## src/rtl/eq_mac_scheduler_if.sv

```systemverilog
// Frame bus between the FIR bank and the EQ MAC scheduler: start pulse, band
// samples, gain/volume pots, and the equalized output with its status flags.
interface eq_mac_scheduler_if #(
  parameter int DATA_W = 16,
  parameter int COEF_W = 12
);
  logic                     start;
  logic signed [DATA_W-1:0] LP_lft, LP_rght, B1_lft, B1_rght, B2_lft;
  logic signed [DATA_W-1:0] B2_rght, B3_lft, B3_rght, HP_lft, HP_rght;
  logic        [COEF_W-1:0] POT_LP, POT_B1, POT_B2, POT_B3, POT_HP, POT_VOL;
  logic signed [DATA_W-1:0] aud_out_lft, aud_out_rght;
  logic                     out_vld, busy, ovr;

  modport master (
    output start, LP_lft, LP_rght, B1_lft, B1_rght, B2_lft, B2_rght,
           B3_lft, B3_rght, HP_lft, HP_rght,
           POT_LP, POT_B1, POT_B2, POT_B3, POT_HP, POT_VOL,
    input  aud_out_lft, aud_out_rght, out_vld, busy, ovr
  );

  modport slave (
    input  start, LP_lft, LP_rght, B1_lft, B1_rght, B2_lft, B2_rght,
           B3_lft, B3_rght, HP_lft, HP_rght,
           POT_LP, POT_B1, POT_B2, POT_B3, POT_HP, POT_VOL,
    output aud_out_lft, aud_out_rght, out_vld, busy, ovr
  );
endinterface

```

## src/rtl/eq_mac_scheduler.sv

```systemverilog
// Five-band stereo equalizer MAC: one shared signed 16x13 multiplier runs ten
// band-gain steps and two volume steps per frame, then emits both channels.
module eq_mac_scheduler #(
  parameter int DATA_W = 16,
  parameter int COEF_W = 12,
  parameter int STAGES = 5
) (
  input logic               clk,
  input logic               rst_n,
  eq_mac_scheduler_if.slave bus
);
  localparam int NSTEP  = 2 * STAGES;
  localparam int ACC_W  = DATA_W + 3;
  localparam int PROD_W = DATA_W + COEF_W + 1;
  localparam logic [4:0] LAST_BAND = 5'(NSTEP - 1);
  localparam logic [4:0] VOL_LFT   = 5'(NSTEP);
  localparam logic signed [PROD_W-1:0] SAT_MAX = PROD_W'((1 << (DATA_W - 1)) - 1);
  localparam logic signed [PROD_W-1:0] SAT_MIN = ~SAT_MAX;

  typedef enum logic [1:0] {IDLE, BAND, VOL} state_t;

  function automatic logic signed [DATA_W-1:0] sat16(input logic signed [PROD_W-1:0] x);
    if (x > SAT_MAX) return SAT_MAX[DATA_W-1:0];
    if (x < SAT_MIN) return SAT_MIN[DATA_W-1:0];
    return x[DATA_W-1:0];
  endfunction

  state_t                   state, state_nx;
  logic [4:0]               cnt;
  logic signed [ACC_W-1:0]  acc_l, acc_r;
  logic signed [DATA_W-1:0] samp_in   [NSTEP];
  logic [COEF_W-1:0]        pot_in    [STAGES];
  logic signed [DATA_W-1:0] snap_samp [NSTEP];
  logic [COEF_W-1:0]        snap_pot  [STAGES];
  logic [COEF_W-1:0]        snap_vol;
  logic [3:0]               samp_idx;
  logic [2:0]               pot_idx;
  logic signed [DATA_W-1:0] mul_a;
  logic signed [COEF_W:0]   mul_b;
  logic signed [PROD_W-1:0] prod;
  logic signed [DATA_W-1:0] band_scaled, vol_res, lft_hold, aud_l, aud_r;
  logic                     accept, band_en, vol_l, vol_r, ovr_set;
  logic                     out_vld_r, busy_r, ovr_r;

  assign samp_in[0] = bus.LP_lft;  assign samp_in[1] = bus.LP_rght;
  assign samp_in[2] = bus.B1_lft;  assign samp_in[3] = bus.B1_rght;
  assign samp_in[4] = bus.B2_lft;  assign samp_in[5] = bus.B2_rght;
  assign samp_in[6] = bus.B3_lft;  assign samp_in[7] = bus.B3_rght;
  assign samp_in[8] = bus.HP_lft;  assign samp_in[9] = bus.HP_rght;
  assign pot_in[0]  = bus.POT_LP;  assign pot_in[1]  = bus.POT_B1;
  assign pot_in[2]  = bus.POT_B2;  assign pot_in[3]  = bus.POT_B3;
  assign pot_in[4]  = bus.POT_HP;

  always_ff @(posedge clk) begin
    if (!rst_n) state <= IDLE;
    else        state <= state_nx;
  end

  always_comb begin
    state_nx = state;
    case (state)
      IDLE:    if (bus.start) state_nx = BAND;
      BAND:    if (cnt == LAST_BAND) state_nx = VOL;
      VOL:     if (cnt != VOL_LFT) state_nx = IDLE;
      default: state_nx = IDLE;
    endcase
  end

  always_comb begin
    accept  = 1'b0;
    band_en = 1'b0;
    vol_l   = 1'b0;
    vol_r   = 1'b0;
    ovr_set = bus.start && (state != IDLE);
    case (state)
      IDLE: accept  = bus.start;
      BAND: band_en = 1'b1;
      VOL: begin
        vol_l = (cnt == VOL_LFT);
        vol_r = (cnt != VOL_LFT);
      end
      default: ;
    endcase
  end

  // Frame snapshot: inputs are free to change once the frame has started.
  always_ff @(posedge clk) begin
    if (accept) begin
      for (int i = 0; i < NSTEP; i++)  snap_samp[i] <= samp_in[i];
      for (int i = 0; i < STAGES; i++) snap_pot[i]  <= pot_in[i];
      snap_vol <= bus.POT_VOL;
    end
    if (vol_l) lft_hold <= vol_res;
  end

  // Shared multiplier: band sample x gain during BAND, saturated acc x volume during VOL.
  assign samp_idx = (state == BAND) ? cnt[3:0] : 4'd0;
  assign pot_idx  = samp_idx[3:1];

  always_comb begin
    mul_a = snap_samp[samp_idx];
    mul_b = {1'b0, snap_pot[pot_idx]};
    if (state == VOL) begin
      mul_a = sat16(PROD_W'(vol_l ? acc_l : acc_r));
      mul_b = {1'b0, snap_vol};
    end
  end

  assign prod        = PROD_W'(mul_a) * PROD_W'(mul_b);
  assign band_scaled = sat16(prod >>> (COEF_W - 1));
  assign vol_res     = prod[DATA_W+COEF_W-1:COEF_W];

  // Accumulate / output register stage.
  always_ff @(posedge clk) begin
    if (!rst_n) begin
      cnt       <= '0;
      acc_l     <= '0;
      acc_r     <= '0;
      aud_l     <= '0;
      aud_r     <= '0;
      out_vld_r <= 1'b0;
      busy_r    <= 1'b0;
      ovr_r     <= 1'b0;
    end else begin
      out_vld_r <= 1'b0;
      if (ovr_set) ovr_r <= 1'b1;
      if (accept) begin
        cnt    <= '0;
        acc_l  <= '0;
        acc_r  <= '0;
        busy_r <= 1'b1;
      end else if (band_en) begin
        cnt <= cnt + 5'd1;
        if (cnt[0]) acc_r <= acc_r + ACC_W'(band_scaled);
        else        acc_l <= acc_l + ACC_W'(band_scaled);
      end else if (vol_l) begin
        cnt <= cnt + 5'd1;
      end else if (vol_r) begin
        aud_l     <= lft_hold;
        aud_r     <= vol_res;
        out_vld_r <= 1'b1;
        busy_r    <= 1'b0;
      end
    end
  end

  assign bus.aud_out_lft  = aud_l;
  assign bus.aud_out_rght = aud_r;
  assign bus.out_vld      = out_vld_r;
  assign bus.busy         = busy_r;
  assign bus.ovr          = ovr_r;
endmodule

```

## src/flat_wrapper.sv

```systemverilog
// flat-port wrapper written by rule: the top's interface ports become plain ports
module eq_mac_scheduler_flat 
#(
  parameter int DATA_W = 16,
  parameter int COEF_W = 12,
  parameter int STAGES = 5
)
  (clk, rst_n, bus_start, bus_LP_lft, bus_LP_rght, bus_B1_lft, bus_B1_rght, bus_B2_lft, bus_B2_rght, bus_B3_lft, bus_B3_rght, bus_HP_lft, bus_HP_rght, bus_POT_LP, bus_POT_B1, bus_POT_B2, bus_POT_B3, bus_POT_HP, bus_POT_VOL, bus_aud_out_lft, bus_aud_out_rght, bus_out_vld, bus_busy, bus_ovr);
  eq_mac_scheduler_if #(.DATA_W(DATA_W), .COEF_W(COEF_W)) bus_i ();
  input logic clk;
  input logic rst_n;
  input wire logic [$bits(bus_i.start)-1:0] bus_start;
  input wire logic [$bits(bus_i.LP_lft)-1:0] bus_LP_lft;
  input wire logic [$bits(bus_i.LP_rght)-1:0] bus_LP_rght;
  input wire logic [$bits(bus_i.B1_lft)-1:0] bus_B1_lft;
  input wire logic [$bits(bus_i.B1_rght)-1:0] bus_B1_rght;
  input wire logic [$bits(bus_i.B2_lft)-1:0] bus_B2_lft;
  input wire logic [$bits(bus_i.B2_rght)-1:0] bus_B2_rght;
  input wire logic [$bits(bus_i.B3_lft)-1:0] bus_B3_lft;
  input wire logic [$bits(bus_i.B3_rght)-1:0] bus_B3_rght;
  input wire logic [$bits(bus_i.HP_lft)-1:0] bus_HP_lft;
  input wire logic [$bits(bus_i.HP_rght)-1:0] bus_HP_rght;
  input wire logic [$bits(bus_i.POT_LP)-1:0] bus_POT_LP;
  input wire logic [$bits(bus_i.POT_B1)-1:0] bus_POT_B1;
  input wire logic [$bits(bus_i.POT_B2)-1:0] bus_POT_B2;
  input wire logic [$bits(bus_i.POT_B3)-1:0] bus_POT_B3;
  input wire logic [$bits(bus_i.POT_HP)-1:0] bus_POT_HP;
  input wire logic [$bits(bus_i.POT_VOL)-1:0] bus_POT_VOL;
  output wire logic [$bits(bus_i.aud_out_lft)-1:0] bus_aud_out_lft;
  output wire logic [$bits(bus_i.aud_out_rght)-1:0] bus_aud_out_rght;
  output wire logic [$bits(bus_i.out_vld)-1:0] bus_out_vld;
  output wire logic [$bits(bus_i.busy)-1:0] bus_busy;
  output wire logic [$bits(bus_i.ovr)-1:0] bus_ovr;
  assign bus_i.start = bus_start;
  assign bus_i.LP_lft = bus_LP_lft;
  assign bus_i.LP_rght = bus_LP_rght;
  assign bus_i.B1_lft = bus_B1_lft;
  assign bus_i.B1_rght = bus_B1_rght;
  assign bus_i.B2_lft = bus_B2_lft;
  assign bus_i.B2_rght = bus_B2_rght;
  assign bus_i.B3_lft = bus_B3_lft;
  assign bus_i.B3_rght = bus_B3_rght;
  assign bus_i.HP_lft = bus_HP_lft;
  assign bus_i.HP_rght = bus_HP_rght;
  assign bus_i.POT_LP = bus_POT_LP;
  assign bus_i.POT_B1 = bus_POT_B1;
  assign bus_i.POT_B2 = bus_POT_B2;
  assign bus_i.POT_B3 = bus_POT_B3;
  assign bus_i.POT_HP = bus_POT_HP;
  assign bus_i.POT_VOL = bus_POT_VOL;
  assign bus_aud_out_lft = bus_i.aud_out_lft;
  assign bus_aud_out_rght = bus_i.aud_out_rght;
  assign bus_out_vld = bus_i.out_vld;
  assign bus_busy = bus_i.busy;
  assign bus_ovr = bus_i.ovr;
  eq_mac_scheduler #(.DATA_W(DATA_W), .COEF_W(COEF_W), .STAGES(STAGES)) u_core (.clk(clk), .rst_n(rst_n), .bus(bus_i));
endmodule
```

## config.mk

```make
export PLATFORM = sky130hd
export DESIGN_NAME = eq_mac_scheduler_flat
export DESIGN_NICKNAME = d
export VERILOG_FILES = /design/src/rtl/eq_mac_scheduler_if.sv /design/src/rtl/eq_mac_scheduler.sv /design/src/flat_wrapper.sv
export SDC_FILE = /design/constraint.sdc
export NUM_CORES = 1
export LEC_CHECK = 0
export CORE_MARGIN = 1
export CORE_UTILIZATION = 52
export DETAILED_ROUTE_END_ITERATION = 8
export PLACE_DENSITY = 0.75
export SYNTH_ARGS = -nofsm -noshare
export SYNTH_HDL_FRONTEND = slang
export SYNTH_SLANG_ARGS = --single-unit
export TNS_END_PERCENT = 50
```

## constraint.sdc

```tcl
create_clock -name clk -period 30 [get_ports clk]
set_input_delay 4.5 -clock clk [delete_from_list [all_inputs] [get_ports clk]]
set_output_delay 4.5 -clock clk [all_outputs]
set_load 0.05 [all_outputs]
```

---- Word level (Yosys, flattened, before mapping) ----
Memories as Yosys holds them, arrays and structs flattened.
Cells that the tools add are included.
storage, ports and cells
  logic and storage cells ................. 85
  bits in writable memories ............... 220
  bits in latches ......................... 0
  output and inout port bits .............. 35
  memories ................................ 2
  flip-flop bits (word level) ............. 108
  ROM bits ................................ 0
cells by class
  divide/modulo/power cells ............... 0
  add/subtract/negate cells ............... 3
  shift operators ......................... 0
  multiply operators ...................... 1
  equality and inequality tests ........... 10
  bitwise gates (word level) .............. 5
  reduce and logical (&&, ||, !) cells .... 12
  $lt $le $gt $ge ......................... 4
  muxes and demuxes ....................... 37
memories
  name              words  width  rd ports  clocked after memory_dff  wr ports  RTL line                source
  u_core.snap_samp  10     16     1         0                         10        eq_mac_scheduler.sv:33  logic signed [DATA_W-1:0] snap_samp [NSTEP];
  u_core.snap_pot   5      12     1         0                         5         eq_mac_scheduler.sv:34  logic [COEF_W-1:0] snap_pot [STAGES];
operators by type and width
  operator                                                         number
  2-to-1 mux 16 bit                                                9
  adder 19 x 16 -> 19 bit                                          2
  greater-than comparator 29 x 16 -> 1 bit, second input constant  1
  < comparator 29 x 16 -> 1 bit, second input constant             1
  multiplier 16 x 13 -> 29 bit                                     1
  2-to-1 mux 29 bit                                                1
  2-to-1 mux 1 bit                                                 19
  greater-than comparator 18 x 16 -> 1 bit, second input constant  1
  < comparator 18 x 16 -> 1 bit, second input constant             1
  2-to-1 mux 12 bit                                                1
  == test 5 x 4 -> 1 bit, second input constant                    2
  2-to-1 mux 5 bit                                                 2
  inequality test 2 x 1 -> 1 bit, second input constant            4
  2-to-1 mux 2 bit                                                 3
  one-hot mux 2 bit (3 select lines)                               1
  AND reduction 3 bit                                              2
  nonzero test 2 bit                                               3
  adder 5 x 1 -> 5 bit, second input constant                      1
  inequality test 5 x 4 -> 1 bit, second input constant            1
  NOT 1 bit                                                        5
  2-to-1 mux 4 bit                                                 1
  AND reduction 2 bit                                              2
  AND reduction 4 bit                                              1
  OR reduction 4 bit                                               1
  6 further kinds                                                  6

---- Logic depth before layout (Yosys ltp) ----
Gate-level depths: netlist (run 1).
  depth after elaboration ................. 18
  depth in mapped cells ................... 51
  mapped depth without buffers ............ 46

---- Worst setup path before layout (run 1) ----
OpenSTA, ideal clock, no wires.
  kind .................................... flip-flop to flip-flop
  start ................................... register u_core.cnt[0]
  end ..................................... register u_core.acc_l[18]
  data arrival time ....................... 11.515 ns
  buffers on the path ..................... 5
  setup time .............................. 0.121 ns
  stages on the path, launching flop included .. 50
  clock period less this slack ............ 11.636 ns
  slack ................................... 18.364 ns
  cell sequence ........................... dfxtp_1 buf_4 buf_2 inv_1 ha_1 and4bb_2 nand2_2 inv_1 clkbuf_1 a211oi_1 a21oi_1 clkbuf_1 inv_1 nor2_1 inv_1 fa_1 fa_1 inv_1 (+14 left out) or3b_1 o2111ai_2 buf_4 o21ai_1 ha_1 fa_1 a21o_1 a21oi_1 nor2b_1 o21a_1 o41a_1 a41o_1 o41a_1 a41o_1 o41ai_1 nor3_1 nor3_1 mux2_2
on the way
  word-level cells in the longest chain between the ends .. 17
RTL lines
  element                         RTL line                 source
  start, declared                 eq_mac_scheduler.sv:29   logic [4:0] cnt;
  start signal, assigned          eq_mac_scheduler.sv:133  cnt <= cnt + 5'd1;
  start signal, assigned          eq_mac_scheduler.sv:137  cnt <= cnt + 5'd1;
  == test 5 x 4 -> 1 bit *        eq_mac_scheduler.sv:79   vol_l = (cnt == VOL_LFT);
  2-to-1 mux 1 bit *              eq_mac_scheduler.sv:75   case (state)
  via u_core.vol_l                eq_mac_scheduler.sv:42   logic accept, band_en, vol_l, vol_r, ovr_set;
  2-to-1 mux 29 bit *             eq_mac_scheduler.sv:104  mul_a = sat16(PROD_W'(vol_l ? acc_l : acc_r));
  < comparator 29 x 16 -> 1 bit   eq_mac_scheduler.sv:24   if (x < SAT_MIN) return SAT_MIN[DATA_W-1:0];
  2-to-1 mux 1 bit (2 in a row)   eq_mac_scheduler.sv:24
  2-to-1 mux 1 bit                eq_mac_scheduler.sv:103  if (state == VOL) begin
  2-to-1 mux 16 bit               eq_mac_scheduler.sv:25   return x[DATA_W-1:0];
  2-to-1 mux 16 bit *             eq_mac_scheduler.sv:24
  2-to-1 mux 16 bit *             eq_mac_scheduler.sv:103
  multiplier 16 x 13 -> 29 bit *  eq_mac_scheduler.sv:109  assign prod = PROD_W'(mul_a) * PROD_W'(mul_b);
  < comparator 18 x 16 -> 1 bit   eq_mac_scheduler.sv:24
  2-to-1 mux 1 bit (2 in a row)   eq_mac_scheduler.sv:24
  2-to-1 mux 16 bit               eq_mac_scheduler.sv:25
  2-to-1 mux 16 bit *             eq_mac_scheduler.sv:24
  adder 19 x 16 -> 19 bit *       eq_mac_scheduler.sv:135  else acc_l <= acc_l + ACC_W'(band_scaled);
  end signal, assigned            eq_mac_scheduler.sv:135
  end, declared                   eq_mac_scheduler.sv:30   logic signed [ACC_W-1:0] acc_l, acc_r;
Mark *: on every way through the listed nets, which the timed path passes. The rest lies on a longest branch. The select of a mux whose other input is x is not followed.
A chain may end at the register's enable or synchronous reset.

---- Final worst setup path (run 1) ----
  start ................................... register u_core.state[1]
  end ..................................... register u_core.acc_l[18]
on the way
  word-level cells in the longest chain between the ends .. 17
RTL lines
  element                        RTL line                                         source
  start, declared                eq_mac_scheduler.sv:28                           state_t state, state_nx;
  start signal, assigned         eq_mac_scheduler.sv:56                           else state <= state_nx;
  == test 2 bit                  eq_mac_scheduler.sv:75, eq_mac_scheduler.sv:103
  2-to-1 mux 1 bit               eq_mac_scheduler.sv:75
  2-to-1 mux 29 bit              eq_mac_scheduler.sv:104
  < comparator 29 x 16 -> 1 bit  eq_mac_scheduler.sv:24
  2-to-1 mux 1 bit (2 in a row)  eq_mac_scheduler.sv:24
  2-to-1 mux 1 bit               eq_mac_scheduler.sv:103
  2-to-1 mux 16 bit              eq_mac_scheduler.sv:25
  2-to-1 mux 16 bit              eq_mac_scheduler.sv:24
  2-to-1 mux 16 bit              eq_mac_scheduler.sv:103
  multiplier 16 x 13 -> 29 bit   eq_mac_scheduler.sv:109
  < comparator 18 x 16 -> 1 bit  eq_mac_scheduler.sv:24
  2-to-1 mux 1 bit (2 in a row)  eq_mac_scheduler.sv:24
  2-to-1 mux 16 bit              eq_mac_scheduler.sv:25
  2-to-1 mux 16 bit              eq_mac_scheduler.sv:24
  adder 19 x 16 -> 19 bit        eq_mac_scheduler.sv:135
Parallel ways exist; a longest one is shown, timed or not. The select of a mux whose other input is x is not followed.

==> summary.md, run 1 <==
| Metric | Value |
|---|---|
| Status | `completed` |
| Actual slew at the worst max-slew pin | `1346 ps` |
| Dominant cell type by area after synthesis | `edfxtp_1` |
| Worst r2r src | `u_core.state[1]$_SDFFE_PN0P_` |
| Max Slew Vio Count | `0` |
| Drt drc | `0` |
| YS warnings | `0` |
| Die width | `205.7 um` |
| Worst-Skew Late Latency | `560 ps` |
| RSZ-0062 raised after global routing | `false` |
| Post-CTS Setup Bufs | `0` |
| Remaining antenna violation count | `0` |
| HPWL Detailed | `43.52 mm` |
| DR pass1 iterations | `5` |
| Total number of vias | `15.70k` |
| Nets | `2790` |
| Fmax | `73.42 MHz` |
| Final Hold Fails | `0` |
| ANT cells | `0` |
| R2R depth | `42` |
| Avg Cell Area, Syn | `10.61 sq um` |
| Initial antenna violation count | `4` |
| Final min period | `13620 ps` |
| CTS Buf Count | `36` |
| Max-cap viol count | `0` |
| Slew margin rel. | `7.709%` |
| Worst Path Max Fanout | `41` |
| Share of cells above drive strength 1 | `6.394%` |
| Setup tns final | `0 ps` |
| Die area | `0.04233 sq mm` |
| Crit. End Element | `flop` |
| Slowest Stage Delay on Critical Path | `990 ps` |
| Commonest cells in the netlist | `315 x nand2_1, 277 x inv_1, 248 x edfxtp_1` |
| Drt initial violations | `1266` |
| Fin Hold WS | `452.7 ps` |
| Slowest stage cell, crit path | `a21oi_1` |
| Clock slew at reported path FFs | `60 ps` |
| Post-synth cell types | `81` |
| Sequential-to-total area share from yosys stat | `41.92%` |
| Hold Path Cell Cnt | `2` |
| Die H | `205.7 um` |
| Post-cts sizing count | `0` |
| Row count | `74` |
| Clk sink count | `328` |
| Worst Skew | `17.35 ps` |
| Worst path arrival time | `14070 ps` |
| Family with the most delay on the worst path | `compound AO/OA/AOI/OAI gates` |
| Non-filler instance count after layout | `2831` |
| Clk buf depth | `3` |
| Yosys top cell area share | `34.50%` |
| Global-route wire length before repair | `86.76 mm` |
| Vias per std cell | `5.545` |
| H-tree depth | `2` |
| Synth Instances | `2035` |
| Core Region | `0.04092 sq mm` |
| Kind of critical path | `flop to flop` |
| Area Overhead vs Synth | `20.02%` |
| Largest net degree at the start of global routing | `92` |
| Syn_nets | `2551` |
| #FFs+latches synth | `328` |
| WL per Instance | `19.82 um` |
| Min-delay worst type | `flop to flop` |
| Overflow after GRT | `0` |
| Min-delay src | `u_core.bus.aud_out_lft[6]$_SDFFE_PN0P_` |
| CP Buf/Inv Count | `7` |
| Mapped Area | `0.02158 sq mm` |
| Initial core utilization | `52.74%` |
| Stages on worst setup path | `42` |
| Root buf cell | `clkbuf_16` |
| Count of hold-fix buffers inserted at cts | `0` |
| I/O pin cnt | `270` |
| Crit path from | `u_core.state[1]$_SDFFE_PN0P_` |
| Post-synth EDFFs | `248` |
| Setup violators final | `0` |
| Final WL | `56.12 mm` |
| I/O Buffers | `269` |
| Fillers | `3235` |
| Crit share post-route | `45.40%` |
| Top FF cell, synth | `edfxtp_1` |
| Vias in the first global route | `15.98k` |
| Dominant cells by area after synthesis | `edfxtp_1 35%, fa_1 17%, dfxtp_1 7.4%` |
| Async S/R FF share, synth | `0%` |
| CTS tree | `done` |
| CP required | `30450 ps` |
| Startpoint types | `flop` |
| Most frequent cell after synthesis | `nand2_1` |
| Gr usage total | `26.97%` |
| Dpl cells | `2768` |
| GP Congestion | `0.9566` |
## placed cells by master (no fill, tap or decap), drive strengths merged, types with 11 or more instances in the layout
cell type,count
a211oi,32
a21o,29
a21oi,148
a22oi,15
and2,53
buf,27
clkbuf,43
clkdlybuf4s50,269
clkinv,11
dfxtp,80
edfxtp,248
fa,179
ha,102
inv,283
mux2i,30
mux4,13
nand2,316
nand2b,17
nand3,15
nor2,92
nor2b,32
nor3,21
o21a,17
o21ai,57
xnor2,37
xor2,17
## layout make-up
class,count,area [sq um],area share (%)
multi-input cells,1334,11080,42.76
clock buffers,43,967.2,3.733
flip-flops and latches,328,9050,34.93
well taps,532,665.6,2.569
repair buffers,296,2895,11.18
inverters,278,1051,4.057
clock inverters,20,200.2,0.7728
## worst register-to-register path: cells and delay by family, from the launching register on
family,cells,cell delay [ps]
adders and majority gates,7,3440
and+or+nand+nor,7,1590
buffers and inverters,7,1880
xor gates and xnor gates,1,180
muxes,1,350
DFF,1,650
AOI/OAI and AO/OA,19,5440
## sequential cells by signal, summed over array words and instances, names as in the netlist, 5 cells and up
name	count
u_core.acc_r	19
u_core.lft_hold	16
u_core.snap_vol	12
u_core.cnt	5
u_core.snap_pot	60
u_core.acc_l	19
u_core.bus.aud_out_rght	16
u_core.bus.aud_out_lft	16
u_core.snap_samp	160
## metrics by stage
| step | cell area [sq um] | utilization, % | worst slack (ps) |
|---|---|---|---|
| after floorplan | 21580 | - | 18360 |
| after global placement | 24740 | 60.45 | 16820 |
| after detailed placement | 24740 | 60.45 | 16440 |
| after CTS | 25910 | 63.30 | 16410 |
| after global routing | 25910 | 63.30 | 15390 |
| final | 25910 | 63.30 | 16380 |
## path summary, 6_finish.rpt
path | endpoint | slack, ps
worst max-delay path | u_core.acc_l[18]$_SDFFE_PP0P_ | 16380
worst min-delay path | u_core.bus.aud_out_lft[6]$_SDFFE_PN0P_ | 450
worst max register to register | u_core.acc_l[18]$_SDFFE_PP0P_ | 16380
worst min register to register | u_core.bus.aud_out_lft[6]$_SDFFE_PN0P_ | 450
## metal layers
metal  track usage (%)  up-vias  wire (um)  part of all wire (%)
met2             44.90      664      27000                    48
met5                 0        -         52                 0.093
met3             6.446      122       4834                   8.6
met4             8.624        8       1646                   2.9
li1                  -     7278          -                     -
met1             34.64     7627      22590                    40
## kinds of logic after synthesis
kind of cell,count (synthesis),synth area share (%)
adders and majority gates,281,22.51
DFF,328,41.92
and+or+nand+nor,589,12.42
buffers and inverters,373,6.782
AOI/OAI and AO/OA,359,10.97
muxes,51,3.165
xor gates and xnor gates,54,2.226
Power of run 1 is not shown: default switching activity piles up to over one toggle a cycle in this logic, so the estimate is an artifact.
==> run 2, diff against run 1 <==
PLACE_DENSITY = 0.78   (was 0.75)
clock period = 11.2 ns   (was 30 ns; I/O delays follow)
==> summary.md, run 2 (synthesis results as in run 1) <==
| Metric | Value |
|---|---|
| Status | `completed` |
| Gr usage total | `28.57%` |
| CTS Buf Count | `36` |
| Min-delay worst type | `flop to flop` |
| M1 GR Usage | `37.90%` |
| WL per Instance | `20.37 um` |
| Crit. End Element | `flop` |
| Drt initial violations | `1190` |
| Fmax | `92.27 MHz` |
| Met3 Use GR | `5.084%` |
| GR peak layer | `met2` |
| ANT cells | `0` |
| GP Congestion | `0.9780` |
| Die width | `205.7 um` |
| Count of hold-fix buffers inserted at cts | `0` |
| Setup violators final | `0` |
| Global-route wire length before repair | `91.14 mm` |
| Largest registers | `u_core.snap_samp (160), u_core.snap_pot (60)` |
| Worst path arrival time | `11280 ps` |
| Biggest register | `u_core.snap_samp` |
| Die area | `0.04233 sq mm` |
| Actual slew at the worst max-slew pin | `1172 ps` |
| Final min period | `10840 ps` |
| Max-cap viol count | `0` |
| Crit share post-route | `96.76%` |
| Vias in the first global route | `16.16k` |
| Slowest stage cell, crit path | `fa_1` |
| Slew margin rel. | `21.68%` |
| Max Slew Vio Count | `0` |
| Row count | `74` |
| I/O pin cnt | `270` |
| Remaining antenna violation count | `0` |
| Most common cell after layout, fill and taps aside | `nand2_1` |
| Initial antenna violation count | `0` |
| Family with the most delay on the worst path | `adder cells` |
| Share of cells above drive strength 1 | `12.02%` |
| Vias per std cell | `5.487` |
| Nets | `2884` |
| Final WL | `59.63 mm` |
| Overflow after GRT | `0` |
| Max reg flops | `160` |
| Total number of vias | `16.07k` |
| Min-delay src | `u_core.bus.aud_out_rght[7]$_SDFFE_PN0P_` |
| Worst Path Max Fanout | `9` |
| Startpoint types | `flop` |
| Die H | `205.7 um` |
| Slowest Stage Delay on Critical Path | `560 ps` |
| Crit path from | `u_core.cnt[0]$_SDFFE_PP0P_` |
| Drt drc | `0` |
| R2R depth | `47` |
| Clock slew at reported path FFs | `60 ps` |
| CP Buf/Inv Count | `9` |
| DR pass1 iterations | `7` |
| Worst Skew | `18.47 ps` |
| Worst hold endpoint | `u_core.bus.aud_out_rght[7]$_SDFFE_PN0P_` |
| Clk sink count | `328` |
| CP required | `11640 ps` |
| Area Overhead vs Synth | `25.46%` |
| Hold Path Cell Cnt | `2` |
| I/O Buffers | `269` |
| Clk buf depth | `3` |
| Largest net degree at the start of global routing | `143` |
| Kind of critical path | `flop to flop` |
| Root buf cell | `clkbuf_16` |
| Final core utilization | `66.17%` |
| GR Util met2 | `47.53%` |
| CTS tree | `done` |
| HPWL Detailed | `45.95 mm` |
| Final Hold Fails | `0` |
| FF-to-FF setup slack | `360 ps` |
| Core Region | `0.04092 sq mm` |
| H-tree depth | `2` |
| Commonest cells after routing, fill and taps aside | `314 x nand2_1, 273 x inv_1, 269 x clkdlybuf4s50_1` |
| RSZ-0062 raised after global routing | `true` |
| Worst r2r dst | `u_core.acc_l[18]$_SDFFE_PP0P_` |
| Initial core utilization | `52.74%` |
| Worst-Skew Late Latency | `550 ps` |
| Worst r2r src | `u_core.cnt[0]$_SDFFE_PP0P_` |
==> run 2: cell types whose count changed in the layout (fill, tap and decap cells not counted), sizes merged <==
cell           previous run  this run
clkinvlp                  2         3
inv                     283       281
clkbuf                   43        47
buf                      27       118
clkinv                   11        13
clkdlybuf4s15             0         1
==> run 2: metal layers <==
metal	share of wire (%)	wire, um
met5	0	0
met1	41	24490
met4	3.3	1947
met2	48	28860
met3	7.3	4341
==> run 2: metrics by stage <==
step / cell area, sq um / hold slack [ps] / setup WS [ps] / instances / TNS (ps)
floorplan: 21590 / 448.5 / 3.809 / 2035 / 0
global placement: 25390 / 442.5 / 36.35 / 2843 / 0
detailed placement: 25390 / 445.6 / -161.3 / 2843 / -161.3
CTS: 26580 / 454.5 / 2.003 / 2910 / 0
global route: 27080 / 470.2 / -80.69 / 2928 / -87.49
finish: 27080 / 453.9 / 362.7 / 2928 / 0
==> run 2: final cells by class <==
class,count,area [sq um]
Timing Repair Buffer,390,3792
Fill cell,3116,13840
Clock buffer,45,987.2
Inverter,278,1051
Multi-Input combinational cell,1334,11340
Sequential cell,328,9057
Clock inverter,21,186.4
Tap cell,532,665.6
==> run 2: how the worst max path moves through the flow <==
stage	to	slack, ps	cells past startpoint
after floorplan	u_core.acc_l[18]$_SDFFE_PP0P_	4	47
after global placement	u_core.acc_l[18]$_SDFFE_PP0P_	40	42
after detailed placement	u_core.acc_l[18]$_SDFFE_PP0P_	-160	42
after CTS	u_core.acc_l[18]$_SDFFE_PP0P_	2	42
after global routing	u_core.acc_l[18]$_SDFFE_PP0P_	-80	44
final	u_core.acc_l[18]$_SDFFE_PP0P_	360	47
==> run 2: tightest hold or removal path: stages (launching register included) <==
cell and delay [ps]:
dfxtp_1 310, nand2_1 50, a21oi_1 50
==> run 2: repair_timing <==
action,in CTS,in global routing
setup endpoints to repair,2,7
pin swaps,0,17
resized for setup,3,85
setup buffers,1,15
cloned,0,3
Power of run 2 is left out for the same reason.
==> run 3, diff against run 2 <==
GPL_TIMING_DRIVEN = 0   (was default)
MAX_ROUTING_LAYER = met4   (was default)
==> summary.md, run 3 (synthesis results as in run 1) <==
| Metric | Value |
|---|---|
| Total number of vias | `16.93k` |
| Hold Path Cell Cnt | `2` |
| Global-route wire length before repair | `97.59 mm` |
| Largest net degree at the start of global routing | `87` |
| Final core utilization | `69.03%` |
| Count of hold-fix buffers inserted at cts | `0` |
| CTS Buf Count | `35` |
| Area Overhead vs Synth | `30.88%` |
| Drt initial violations | `1360` |
| Clk sink count | `328` |
| Worst Skew | `22.31 ps` |
| Root buf cell | `clkbuf_16` |
| Fillers | `2862` |
| Min-delay worst type | `flop to flop` |
| Die area | `0.04233 sq mm` |
| Core Region | `0.04092 sq mm` |
| Max reg flops | `160` |
| Nets | `2963` |
| Design area | `0.02825 sq mm` |
| I/O Buffers | `269` |
| Top cell by count, worst path | `fa_1` |
| Drt drc | `0` |
| ANT cells | `0` |
| Die H | `205.7 um` |
| H-tree depth | `2` |
| PnR worst setup slack | `252.9 ps` |
| Fmax | `91.35 MHz` |
| Post-DP Area | `0.02501 sq mm` |
| Crit. End Element | `flop` |
| Final min period | `10950 ps` |
| Setup violators final | `0` |
| Kind of critical path | `flop to flop` |
| Worst Path Max Fanout | `6` |
| DP Worst Slack | `-2489 ps` |
| HPWL Detailed | `47.51 mm` |
| Largest registers | `u_core.snap_samp (160), u_core.snap_pot (60)` |
| Overflow after GRT | `0` |
| Biggest register | `u_core.snap_samp` |
| DR pass1 iterations | `7` |
| Worst-Skew Late Latency | `560 ps` |
| CTS tree | `done` |
| Remaining antenna violation count | `0` |
| WL per Instance | `21.32 um` |
| Commonest cells after routing, fill and taps aside | `314 x nand2_1, 269 x clkdlybuf4s50_1, 267 x inv_1` |
| Crit share post-route | `97.74%` |
| Startpoint types | `flop` |
| R2R depth | `48` |
| Row count | `74` |
| Share of cells above drive strength 1 | `16.64%` |
| Die width | `205.7 um` |
| Slowest Stage Delay on Critical Path | `570 ps` |
| Worst path arrival time | `11390 ps` |
| Slowest stage cell, crit path | `fa_1` |
| Status | `completed` |
| Max Slew Vio Count | `0` |
| Gr usage total | `31.71%` |
| Initial core utilization | `52.74%` |
| Clock slew at reported path FFs | `60 ps` |
| I/O pin cnt | `270` |
| Slew margin rel. | `47.71%` |
| Vias per std cell | `5.639` |
| Clk buf depth | `3` |
| Actual slew at the worst max-slew pin | `780.7 ps` |
| Most common cell after layout, fill and taps aside | `nand2_1` |
| GP Congestion | `0.9666` |
| Vias in the first global route | `17.41k` |
| Final Hold Fails | `0` |
| Final WL | `64.01 mm` |
| Max-cap viol count | `0` |
| Initial antenna violation count | `0` |
| CP required | `11650 ps` |
-- run 3: cell types whose count changed in the layout (fill, tap and decap cells not counted), sizes merged --
cell,before,now
clkbuf,47,99
buf,118,145
inv,281,277
clkinv,13,11
bufbuf,0,1
clkdlybuf4s15,1,0
clkinvlp,3,4
-- run 3: critical path: cells and delay by family, from the launching register on --
| kind | cells | cell delay (ps) |
|---|---|---|
| AND/OR/NAND/NOR | 8 | 1370 |
| buffers and inverters | 11 | 1250 |
| multiplexers | 2 | 790 |
| XOR/XNOR | 1 | 220 |
| flip-flops | 1 | 320 |
| adder cells (fa/ha/maj) | 8 | 3390 |
| AO/OA/AOI/OAI | 18 | 3480 |
-- run 3: what timing repair did --
action	CTS	global route
cloned	3	0
setup endpoints to repair	32	4
resized for setup	260	64
pin swaps	71	65
setup buffers	83	21
-- run 3: through the flow --
| step | hold WS [ps] | TNS, ps | cells |
|---|---|---|---|
| after floorplan | 448.5 | 0 | 2035 |
| after global placement | 444.3 | -26870 | 2836 |
| after detailed placement | 449.9 | -31670 | 2838 |
| after CTS | 457.5 | 0 | 2983 |
| after global routing | 475.4 | -124.3 | 3002 |
| final | 455.2 | 0 | 3002 |
-- run 3: cell type report --
| type | instances | area, sq um | share of cell area (%) |
|---|---|---|---|
| plain buffers | 92 | 783.3 | 2.773 |
| clock buffers | 44 | 939.7 | 3.326 |
| clock inverters | 16 | 183.9 | 0.6511 |
| inverters | 278 | 1066 | 3.774 |
| multi-input cells | 1334 | 11860 | 41.97 |
| flip-flops and latches | 328 | 9054 | 32.05 |
| well taps | 532 | 665.6 | 2.356 |
| repair buffers | 378 | 3700 | 13.10 |
-- run 3: path summary, 6_finish.rpt --
check                                          start                                 endpoint  slack [ps]
max                     u_core.state[1]$_SDFFE_PN0P_            u_core.acc_l[18]$_SDFFE_PP0P_         250
min          u_core.bus.aud_out_lft[15]$_SDFFE_PN0P_  u_core.bus.aud_out_lft[15]$_SDFFE_PN0P_         460
max reg2reg             u_core.state[1]$_SDFFE_PN0P_            u_core.acc_l[18]$_SDFFE_PP0P_         250
min reg2reg  u_core.bus.aud_out_lft[15]$_SDFFE_PN0P_  u_core.bus.aud_out_lft[15]$_SDFFE_PN0P_         460
-- run 3: layer usage --
layer / up-vias / global-route usage, % / wire [um]
met2: 854 / 51.48 / 30910
met3: 181 / 6.462 / 5457
met1: 8260 / 38.79 / 24860
li1: 7633 / - / -
met4: 0 / 12.72 / 2777
met5: - / - / 0
Power of run 3 is left out for the same reason.
==> RTL edit, RTL diff (flow settings as in run 2) <==
`COEF_W` is set to 12 in 3 places; all go to 6.
--- a/src/rtl/eq_mac_scheduler_if.sv
+++ b/src/rtl/eq_mac_scheduler_if.sv
@@ -3,5 +3,5 @@
 interface eq_mac_scheduler_if #(
   parameter int DATA_W = 16,
-  parameter int COEF_W = 12
+  parameter int COEF_W = 6
 );
   logic                     start;
--- a/src/rtl/eq_mac_scheduler.sv
+++ b/src/rtl/eq_mac_scheduler.sv
@@ -3,5 +3,5 @@
 module eq_mac_scheduler #(
   parameter int DATA_W = 16,
-  parameter int COEF_W = 12,
+  parameter int COEF_W = 6,
   parameter int STAGES = 5
 ) (
--- a/src/flat_wrapper.sv
+++ b/src/flat_wrapper.sv
@@ -3,5 +3,5 @@
 #(
   parameter int DATA_W = 16,
-  parameter int COEF_W = 12,
+  parameter int COEF_W = 6,
   parameter int STAGES = 5
 )
Interface: changed (6 resized); port bits go from 270 to 234. No check against the original RTL was run, so the function may have changed too.
==> RTL edit against run 2 <==
- the run now ends with design-rule violations left
- sequential cell count fell by 36
- wire length decreased by 26%
- area after synthesis shrank 24%
- non-clock buffer count is 110 lower
- global-route usage shrank 1.2 points
- core utilization is 0.50 points lower
- first-iteration DRC count shrank 7.6%
- worst setup slack better by 0.16 ns
- design area decreased by 25%
==> RTL edit: results (changes against run 2) <==
crit_family: "compound AO/OA/AOI/OAI gates"
status: "finished with violations"
worstMarginPinSlew_ns: 1.21  # +0.0403 ns
cp_slowest_stage_delay_ns: 0.53  # -0.03 ns
r2r_cells: 42  # -11%
portBuffers: 233  # -13%
gp_congestion: 0.934  # -4.5%
dp_cells: 2168  # -24%
grt_pass1_vias: 12700  # -21%
dr.pass1.iters: 9  # +2
yosys.cell_types.count: 73  # -9.9%
hold-path-cell-count: 2  # unchanged
top_regs: "u_core.snap_samp x160, u_core.snap_pot x30"
area_growth_pct: 23.6
ys_seq_area_frac: 0.486  # +0.0671
post-cts-setup-buffers: 0  # -1
grt_start_max_net_pins: 124  # -13%
cts_made_buffers: 30  # -17%
synthTopCellsByArea: "edfxtp_1 39%, dfxtp_1 9.8%, fa_1 8.3%"
pre_cts_slack_ns: 0.307  # +0.468 ns
crit_fanout: 18  # +9
synth_edf_count: 212  # -15%
grt_pass1_wl_um: 68700  # -25%
synth_top_area_share: 0.389  # +0.0435
syn_avg_cell_area_sq_um: 10.4  # -1.6%
synthTopCellsByCount: "228 x nand2_1, 212 x edfxtp_1, 141 x a21oi_1"
grt_use_met1: 0.353  # -0.0257
post_drt_wl_per_cell_um: 19.7  # -3.3%
drt_iter0_drc: 1100  # -7.6%
vias: 12700  # -21%
hpwl_um: 33100  # -28%
grt_use_met3: 0.0409  # -0.00992
postPlaceCellArea_sq_mm: 0.0192  # -24%
drive_above_1_share: 0.0706  # -0.0496
remaining_drc_errors: 10  # +10
grtUsageTotal: 0.273  # -0.0125
antenna_found_initial: 2  # +2
failed_checks: "design-rule violations"
cts_max_level: 1  # -1
RTL edit: layer usage:
layer  up-vias  wire length, um
li1       6008                -
met1      6048            17700
met3        82             3320
met4         0             1320
met5         -                0
met2       591            21500
RTL edit: cells by family after synthesis:
family,after synthesis,share of synthesized area
AO/OA/AOI/OAI,356,0.140
XOR/XNOR,47,0.0268
multiplexers,23,0.0160
buffers and inverters,201,0.0483
AND/OR/NAND/NOR,499,0.136
adder cells (fa/ha/maj),152,0.147
flip-flops,292,0.486
RTL edit: repair_timing:
item	4_1_cts	5_1_grt
resized for setup	0	15
endpoints found under the setup margin	0	5
endpoints found under the hold margin	0	0
RTL edit: path summary, 6_finish.rpt:
check / startpoint / slack [ns] / to
worst max register to register: u_core.state[0]$_SDFFE_PN0P_ / 0.52 / u_core.acc_r[18]$_SDFFE_PP0P_
worst min-delay path: u_core.bus.aud_out_lft[15]$_SDFFE_PN0P_ / 0.45 / u_core.bus.aud_out_lft[15]$_SDFFE_PN0P_
worst min register to register: u_core.bus.aud_out_lft[15]$_SDFFE_PN0P_ / 0.45 / u_core.bus.aud_out_lft[15]$_SDFFE_PN0P_
worst max-delay path: u_core.state[0]$_SDFFE_PN0P_ / 0.52 / u_core.acc_r[18]$_SDFFE_PP0P_
RTL edit: layout make-up:
type | instances | area (sq um)
repair buffers | 280 | 2690
clock inverters | 13 | 90.1
fillers | 2354 | 10600
multi-input cells | 1077 | 7650
diodes | 1 | 2.50
well taps | 396 | 495
inverters | 123 | 467
clock buffers | 43 | 883
flip-flops and latches | 292 | 7970
RTL edit: power breakdown:
group	switching [mW]	total (mW)	internal [mW]
combinational	1.94	3.30	1.36
clock	0.427	0.979	0.552
sequential	0.0498	1.34	1.29
RTL edit: through the flow:
step | utilization | power [mW]
after floorplan | - | 3.83
after global placement | 0.624 | 4.51
after detailed placement | 0.624 | 4.60
after CTS | 0.656 | 5.59
after global routing | 0.657 | 6.02
final | 0.657 | 5.62
RTL edit: tightest hold or removal path: cells and delay by family, from the launching register on:
family          cells  cell delay (ns)
compound gates      1             0.05
flops               1             0.31
simple gates        1             0.05
